==> src/rtl/pipe_ctrl_pkg.sv <==
// Shared types and encodings for the pipelined ARM control unit.
package pipe_ctrl_pkg;

  // ARM condition field encodings (instruction bits [31:28]).
  typedef enum logic [3:0] {
    COND_EQ = 4'h0, COND_NE = 4'h1, COND_CS = 4'h2, COND_CC = 4'h3,
    COND_MI = 4'h4, COND_PL = 4'h5, COND_VS = 4'h6, COND_VC = 4'h7,
    COND_HI = 4'h8, COND_LS = 4'h9, COND_GE = 4'hA, COND_LT = 4'hB,
    COND_GT = 4'hC, COND_LE = 4'hD, COND_AL = 4'hE, COND_NV = 4'hF
  } cond_t;

  // ALUControl encodings.
  localparam logic [1:0] ALU_ADD = 2'b00;
  localparam logic [1:0] ALU_SUB = 2'b01;
  localparam logic [1:0] ALU_AND = 2'b10;
  localparam logic [1:0] ALU_ORR = 2'b11;

  // Instruction class (bits [27:26]).
  localparam logic [1:0] OP_DP  = 2'b00;
  localparam logic [1:0] OP_MEM = 2'b01;
  localparam logic [1:0] OP_BR  = 2'b10;

  // Data-processing cmd field (bits [24:21]) values the datapath supports.
  localparam logic [3:0] CMD_ADD = 4'b0100;
  localparam logic [3:0] CMD_SUB = 4'b0010;
  localparam logic [3:0] CMD_AND = 4'b0000;
  localparam logic [3:0] CMD_ORR = 4'b1100;

  // Controls carried from Decode into Execute.
  typedef struct packed {
    logic       reg_w;
    logic       mem_w;
    logic       mem_to_reg;
    logic       branch;
    logic       pcs;
    logic       alu_src;
    logic [1:0] alu_control;
    logic [1:0] flag_w;
    logic [3:0] cond;
  } ctrl_de_t;

  // Controls carried from Execute into Memory (already condition-gated).
  typedef struct packed {
    logic reg_w;
    logic mem_w;
    logic mem_to_reg;
    logic pcs;
  } ctrl_em_t;

  // Controls carried from Memory into Writeback.
  typedef struct packed {
    logic reg_w;
    logic mem_to_reg;
    logic pcs;
  } ctrl_mw_t;

endpackage

==> src/rtl/pipe_controller_cond_check.sv <==
// Condition evaluator: decides whether the instruction in Execute runs,
// given its cond field and the architectural NZCV flags.
module cond_check
  import pipe_ctrl_pkg::*;
(
  input  logic [3:0] cond,
  input  logic [3:0] flags,
  output logic       condex
);

  logic n_flag, z_flag, c_flag, v_flag;
  logic ge;

  assign {n_flag, z_flag, c_flag, v_flag} = flags;
  assign ge = (n_flag == v_flag);

  // Evaluate the ARM condition table against the current flags.
  always_comb begin
    condex = 1'b0;
    case (cond_t'(cond))
      COND_EQ: condex = z_flag;
      COND_NE: condex = ~z_flag;
      COND_CS: condex = c_flag;
      COND_CC: condex = ~c_flag;
      COND_MI: condex = n_flag;
      COND_PL: condex = ~n_flag;
      COND_VS: condex = v_flag;
      COND_VC: condex = ~v_flag;
      COND_HI: condex = c_flag & ~z_flag;
      COND_LS: condex = ~c_flag | z_flag;
      COND_GE: condex = ge;
      COND_LT: condex = ~ge;
      COND_GT: condex = ~z_flag & ge;
      COND_LE: condex = z_flag | ~ge;
      COND_AL: condex = 1'b1;
      default: condex = 1'b0;
    endcase
  end

endmodule

==> src/rtl/pipe_controller.sv <==
// Pipelined control unit for the 5-stage ARM datapath.
// Decodes InstrD, carries controls through D/E, E/M and M/W registers,
// owns the NZCV flag register and resolves conditional execution in Execute.
// Build option COND_EXEC_EN: when defined, instructions are gated by their
// cond field; when undefined every instruction executes as AL.
module pipe_controller
  import pipe_ctrl_pkg::*;
#(
  parameter int ALUCTRL_W = 2,
  parameter int FLAG_W    = 4
) (
  input  logic                 clk,
  input  logic                 reset,
  input  logic [31:0]          InstrD,
  input  logic [FLAG_W-1:0]    ALUFlagsE,
  input  logic                 FlushE,
  output logic [1:0]           RegSrcD,
  output logic [1:0]           ImmSrcD,
  output logic                 ALUSrcE,
  output logic [ALUCTRL_W-1:0] ALUControlE,
  output logic                 MemWriteM,
  output logic                 MemtoRegW,
  output logic                 RegWriteW,
  output logic                 PCSrcW,
  output logic                 BranchTakenE,
  output logic [FLAG_W-1:0]    FlagsQ
);

  logic [1:0] op;
  logic       funct_i_bit;
  logic [3:0] cmd;
  logic       funct_s_bit;
  logic [3:0] rd;

  ctrl_de_t dec_d;
  ctrl_de_t de_d, de_q;
  ctrl_em_t em_d, em_q;
  ctrl_mw_t mw_d, mw_q;
  logic [FLAG_W-1:0] flags_d, flags_q;
  logic cond_ex_e;

  assign op          = InstrD[27:26];
  assign funct_i_bit = InstrD[25];
  assign cmd         = InstrD[24:21];
  assign funct_s_bit = InstrD[20];
  assign rd          = InstrD[15:12];

  // Register-number and offset fields belong to the datapath, not to control.
  logic instr_unused;
  assign instr_unused = ^{InstrD[19:16], InstrD[11:0]};

  // Decode InstrD into Decode-stage selects and the controls for D/E.
  always_comb begin
    RegSrcD = 2'b00;
    ImmSrcD = 2'b00;
    dec_d   = '0;
    dec_d.cond = InstrD[31:28];
    case (op)
      OP_DP: begin
        dec_d.alu_src = funct_i_bit;
        case (cmd)
          CMD_ADD: begin
            dec_d.reg_w       = 1'b1;
            dec_d.alu_control = ALU_ADD;
            dec_d.flag_w      = {funct_s_bit, funct_s_bit};
          end
          CMD_SUB: begin
            dec_d.reg_w       = 1'b1;
            dec_d.alu_control = ALU_SUB;
            dec_d.flag_w      = {funct_s_bit, funct_s_bit};
          end
          CMD_AND: begin
            dec_d.reg_w       = 1'b1;
            dec_d.alu_control = ALU_AND;
            dec_d.flag_w      = {funct_s_bit, 1'b0};
          end
          CMD_ORR: begin
            dec_d.reg_w       = 1'b1;
            dec_d.alu_control = ALU_ORR;
            dec_d.flag_w      = {funct_s_bit, 1'b0};
          end
          default: begin
            // Unsupported data-processing command: behaves as a NOP.
            dec_d.reg_w  = 1'b0;
            dec_d.flag_w = 2'b00;
          end
        endcase
      end
      OP_MEM: begin
        ImmSrcD       = 2'b01;
        dec_d.alu_src = 1'b1;
        if (funct_s_bit) begin
          // LDR
          RegSrcD          = 2'b00;
          dec_d.mem_to_reg = 1'b1;
          dec_d.reg_w      = 1'b1;
        end else begin
          // STR reads Rd as the store data, hence RegSrc[1].
          RegSrcD     = 2'b10;
          dec_d.mem_w = 1'b1;
        end
      end
      OP_BR: begin
        RegSrcD       = 2'b01;
        ImmSrcD       = 2'b10;
        dec_d.alu_src = 1'b1;
        dec_d.branch  = 1'b1;
      end
      default: begin
        // op 11: no architectural effect.
        dec_d.reg_w = 1'b0;
      end
    endcase
    dec_d.pcs = ((rd == 4'hF) & dec_d.reg_w) | dec_d.branch;
  end

  // Turn the incoming instruction into a bubble when Execute is flushed.
  always_comb begin
    de_d = dec_d;
    if (FlushE) begin
      de_d.reg_w  = 1'b0;
      de_d.mem_w  = 1'b0;
      de_d.branch = 1'b0;
      de_d.pcs    = 1'b0;
      de_d.flag_w = 2'b00;
    end
  end

  // D/E control register.
  always_ff @(posedge clk or negedge reset) begin
    if (!reset) de_q <= '0;
    else        de_q <= de_d;
  end

`ifdef COND_EXEC_EN
  cond_check u_cond_check (
    .cond   (de_q.cond),
    .flags  (flags_q),
    .condex (cond_ex_e)
  );
`else
  // Without conditional execution the cond field has no effect.
  logic cond_unused;
  assign cond_unused = ^de_q.cond;
  assign cond_ex_e   = 1'b1;
`endif

  // Next flags: N,Z and C,V update independently, only if the instruction runs.
  always_comb begin
    flags_d = flags_q;
    if (de_q.flag_w[1] & cond_ex_e) flags_d[3:2] = ALUFlagsE[3:2];
    if (de_q.flag_w[0] & cond_ex_e) flags_d[1:0] = ALUFlagsE[1:0];
  end

  // Architectural NZCV register; written at the end of the writer's Execute cycle.
  always_ff @(posedge clk or negedge reset) begin
    if (!reset) flags_q <= '0;
    else        flags_q <= flags_d;
  end

  // Gate side-effecting controls with the Execute-stage condition result.
  always_comb begin
    em_d.reg_w      = de_q.reg_w & cond_ex_e;
    em_d.mem_w      = de_q.mem_w & cond_ex_e;
    em_d.mem_to_reg = de_q.mem_to_reg;
    em_d.pcs        = de_q.pcs & cond_ex_e;
  end

  // E/M control register.
  always_ff @(posedge clk or negedge reset) begin
    if (!reset) em_q <= '0;
    else        em_q <= em_d;
  end

  // M/W fields are forwarded unchanged from E/M.
  always_comb begin
    mw_d.reg_w      = em_q.reg_w;
    mw_d.mem_to_reg = em_q.mem_to_reg;
    mw_d.pcs        = em_q.pcs;
  end

  // M/W control register.
  always_ff @(posedge clk or negedge reset) begin
    if (!reset) mw_q <= '0;
    else        mw_q <= mw_d;
  end

  assign ALUSrcE      = de_q.alu_src;
  assign ALUControlE  = de_q.alu_control;
  assign BranchTakenE = de_q.branch & cond_ex_e;
  assign MemWriteM    = em_q.mem_w;
  assign MemtoRegW    = mw_q.mem_to_reg;
  assign RegWriteW    = mw_q.reg_w;
  assign PCSrcW       = mw_q.pcs;
  assign FlagsQ       = flags_q;

endmodule

==> config.mk <==
export PLATFORM = sky130hd
export DESIGN_NAME = pipe_controller
export DESIGN_NICKNAME = d
export VERILOG_FILES = /design/src/rtl/pipe_ctrl_pkg.sv /design/src/rtl/pipe_controller_cond_check.sv /design/src/rtl/pipe_controller.sv
export SDC_FILE = /design/constraint.sdc
export NUM_CORES = 1
export LEC_CHECK = 0
export ABC_CLOCK_PERIOD_IN_PS = 1700
export CORE_AREA = 2 2 41 70
export DETAILED_ROUTE_END_ITERATION = 10
export DIE_AREA = 0 0 43 72
export PLACE_DENSITY = 0.87
export SETUP_SLACK_MARGIN = 0.02
export SYNTH_ARGS = -nofsm -noshare
export SYNTH_HDL_FRONTEND = slang
export SYNTH_SLANG_ARGS = --single-unit
==> constraint.sdc <==
create_clock -name clk -period 1.7 [get_ports clk]
set_input_delay 0.51 -clock clk [delete_from_list [all_inputs] [get_ports clk]]
set_output_delay 0.51 -clock clk [all_outputs]
set_load 0.01 [all_outputs]
==> results of run 1 <==
[final cells by class]
| type | count | area share |
|---|---|---|
| sequential | 21 | 0.3843 |
| timing repair buffer | 46 | 0.3202 |
| multi-input combinational | 32 | 0.2260 |
| clock buffer | 3 | 0.03019 |
| tap | 26 | 0.02379 |
| inverter | 3 | 0.01189 |
| clock inverter | 1 | 0.003660 |
[metrics by stage]
step	setup TNS (ps)	std cells	hold slack (ps)	utilization
2_1_floorplan	0	59	214.4	-
3_5_place_dp	-3416	127	334.7	0.5060
6_report	0	132	348.8	0.5422
3_3_place_gp	-3018	127	332.2	0.5060
4_1_cts	-2.405	132	350.2	0.5372
5_1_grt	0	132	355.8	0.5422
[registers in the layout (all words and copies together), names as in the netlist]
name	flops
FlagsQ	4
PCSrcW	1
MemWriteM	1
RegWriteW	1
em_q	3
MemtoRegW	1
BranchTakenE	1
de_q	6
ALUSrcE	1
ALUControlE	2
[worst min path at each step]
stage / cells past startpoint / start / slack (ps) / end
2_1_floorplan: 0 / reset / 210 / ALUControlE[0]$_DFF_PN0_
3_3_place_gp: 0 / de_q[12]$_DFF_PN0_ / 330 / MemWriteM$_DFF_PN0_
3_5_place_dp: 0 / de_q[12]$_DFF_PN0_ / 330 / MemWriteM$_DFF_PN0_
4_1_cts: 0 / de_q[12]$_DFF_PN0_ / 350 / MemWriteM$_DFF_PN0_
5_1_grt: 0 / em_q[0]$_DFF_PN0_ / 360 / PCSrcW$_DFF_PN0_
6_report: 0 / de_q[12]$_DFF_PN0_ / 350 / MemWriteM$_DFF_PN0_
[cells by family after synthesis]
kind of cell,after synthesis,synth area share
flops,21,0.6231
simple gates,14,0.1142
compound gates,6,0.05935
buf+inv,6,0.04006
fa+ha+maj,6,0.08902
mux,4,0.05341
xor+xnor,2,0.02078
[synth_stat cells]
cell / n / area [sq um]
xnor2_1: 1 / 8.760
nand2b_4: 1 / 13.76
nor2_1: 5 / 18.77
mux2_2: 4 / 45.04
buf_4: 3 / 22.52
a22oi_1: 1 / 7.510
nor3_1: 1 / 5.000
nor2b_4: 1 / 13.76
nand2_1: 1 / 3.750
a21oi_1: 2 / 10.01
nand2b_1: 1 / 6.260
xor2_1: 1 / 8.760
o21bai_2: 1 / 11.26
ha_1: 6 / 75.07
nor3b_1: 1 / 7.510
dfrtp_1: 21 / 525.5
nor4_2: 1 / 12.51
nor2b_1: 1 / 6.260
a211oi_2: 1 / 12.51
and3b_1: 1 / 8.760
inv_1: 3 / 11.26
a41oi_1: 1 / 8.760
[power by group through the flow]
stage               Clock [mW]  Combinational [mW]  Sequential, mW
floorplan                    0              0.0536           0.561
global placement             0               0.198           0.548
detailed placement           0               0.206           0.550
CTS                      0.328               0.215           0.540
global route             0.342               0.227           0.543
finish                   0.311               0.209           0.539
[timing repair]
item | CTS | global route
buffers inserted | 1 | 0
endpoints found under the hold margin | 0 | 0
setup endpoints to repair | 5 | 6
resized for setup | 34 | 5
pin swaps | 3 | 2
[critical path, stage by stage]
cell and delay [ps]:
buf_6 100, inv_2 70, ha_4 190, and3b_1 170
buf_2 140
[metal layers]
| layer | vias up | share of wire | GRT usage |
|---|---|---|---|
| met2 | 31 | 0.57 | 0.2172 |
| met1 | 292 | 0.31 | 0.09562 |
| met4 | 0 | 0.026 | 0.07071 |
| li1 | 287 | - | - |
| met3 | 6 | 0.10 | 0.03731 |
| met5 | - | 0 | 0 |
==> results.ini, run 1 <==
[drt]
drt_drc_violations_left = 0
routed_via_density = 4.667
vias = 616
routed_wirelength_um = 1567
routedWlPerCell_um = 11.87
drtIter0Drc = 0
drtPass1Iterations = 1
ant_nets = 0

[die]
die_area_sq_um = 3096
core_sq_um = 2522
rows = 24
die_height_um = 72
ios = 55
fp.dieW_um = 43
start_util = 0.3343

[pwr]
power.total_mw = 1.059
p_seq_frac = 0.509
powerDensity_nw_per_um2 = 774.2
pwr-share-comb = 0.197
p_int_mw = 0.8213
switchingPower_mw = 0.2375
swShare = 0.2243
p_clk_frac = 0.294
leakage_nw = 0.6985
ir_worst_vdd_mv = 0.4222

[placed_design]
dpl_cell_area_sq_um = 1276
place.gp.congestion = 0.6840
io_buffers = 34
pre_cts_slack_ps = -866.6
hpwl_um = 1285

[synthesis]
avgSynthCellArea_sq_um = 14.29
ys_seq_area_frac = 0.6231
ys_warn_count = 0
synth_nets = 104
syn_area_sq_um = 843.3
synth_seq_cells = 21
synth_cells = 59
synthDistinctLibCells = 22

[global_routing]
grt_pass1_wl_um = 2580
grt_max_degree = 22
antenna_found_initial = 0
grt_usage = 0.1140
grt_pass1_vias = 635
grt_overflow = 0

[run_status]
outcome = finished clean

[cts]
postCtsHoldBufs = 0
cts_root_buf = clkbuf_8
cts_tree = yes
clock_path_buffers = 2
clk_latency_ps = 260
cts_sinks = 21
cts.htree.levels = 1
numCtsBuffers = 3
clkTransAtPathRegs_ps = 70

[worst_setup_path]
r2r_setup_slack_ps = 890
critPathArrivalTime_ps = 1170
cp.required_ps = 1190
startpoint_type = primary input
end_kind = output port
worstPathMaxFanout = 2
cp-endpoint = RegSrcD[1]
critPathLaunch = InstrD[26]
reg2reg_from = de_q[4]$_DFF_PN0_
crit_type = in -> out
rr_endpoint = FlagsQ[0]$_DFFE_PN0P_
r2r_cells = 1

[job]
cap_violations = 0

[final_layout]
multi_input_area_sq_um = 309.0
area_growth_pct = 62.17
seq_area_sq_um = 525.5
drive_gt1_frac = 0.3208
final_common_cell = clkdlybuf4s50_1
nFillCells = 232
stdcell_area_sq_um = 1368
final_cell_mix = 23 x clkdlybuf4s50_1, 21 x dfrtp_1, 10 x buf_4
diodes = 0
fin_nets = 152

[timing]
setup_viol = 0
fin_ws_ps = 17.65
timing.fmax_ghz = 0.5944
timing.slew.headroom = 0.8441
period_needed_ps = 1682
worst-slew-pin-transition_ps = 230.8
timing.final.crit_share = 0.9896
hold_viol = 0
clock_skew_ps = 2.435
drv_slew = 0
rsz0062_at_grt = yes

[worst_hold_path]
hold_class = reg -> reg

(Power assumes the default switching activity.)
==> inputs of run 2 (changes only) <==
--- a/config.mk
+++ b/config.mk
@@ -7,6 +7,7 @@
 export LEC_CHECK = 0
 export ABC_CLOCK_PERIOD_IN_PS = 1700
 export CORE_AREA = 2 2 41 70
+export CTS_CLUSTER_SIZE = 14
 export DETAILED_ROUTE_END_ITERATION = 10
 export DIE_AREA = 0 0 43 72
 export PLACE_DENSITY = 0.87
==> results of run 2 <==
Same layout as run 1: the final DEF is identical, and so are final timing and power.
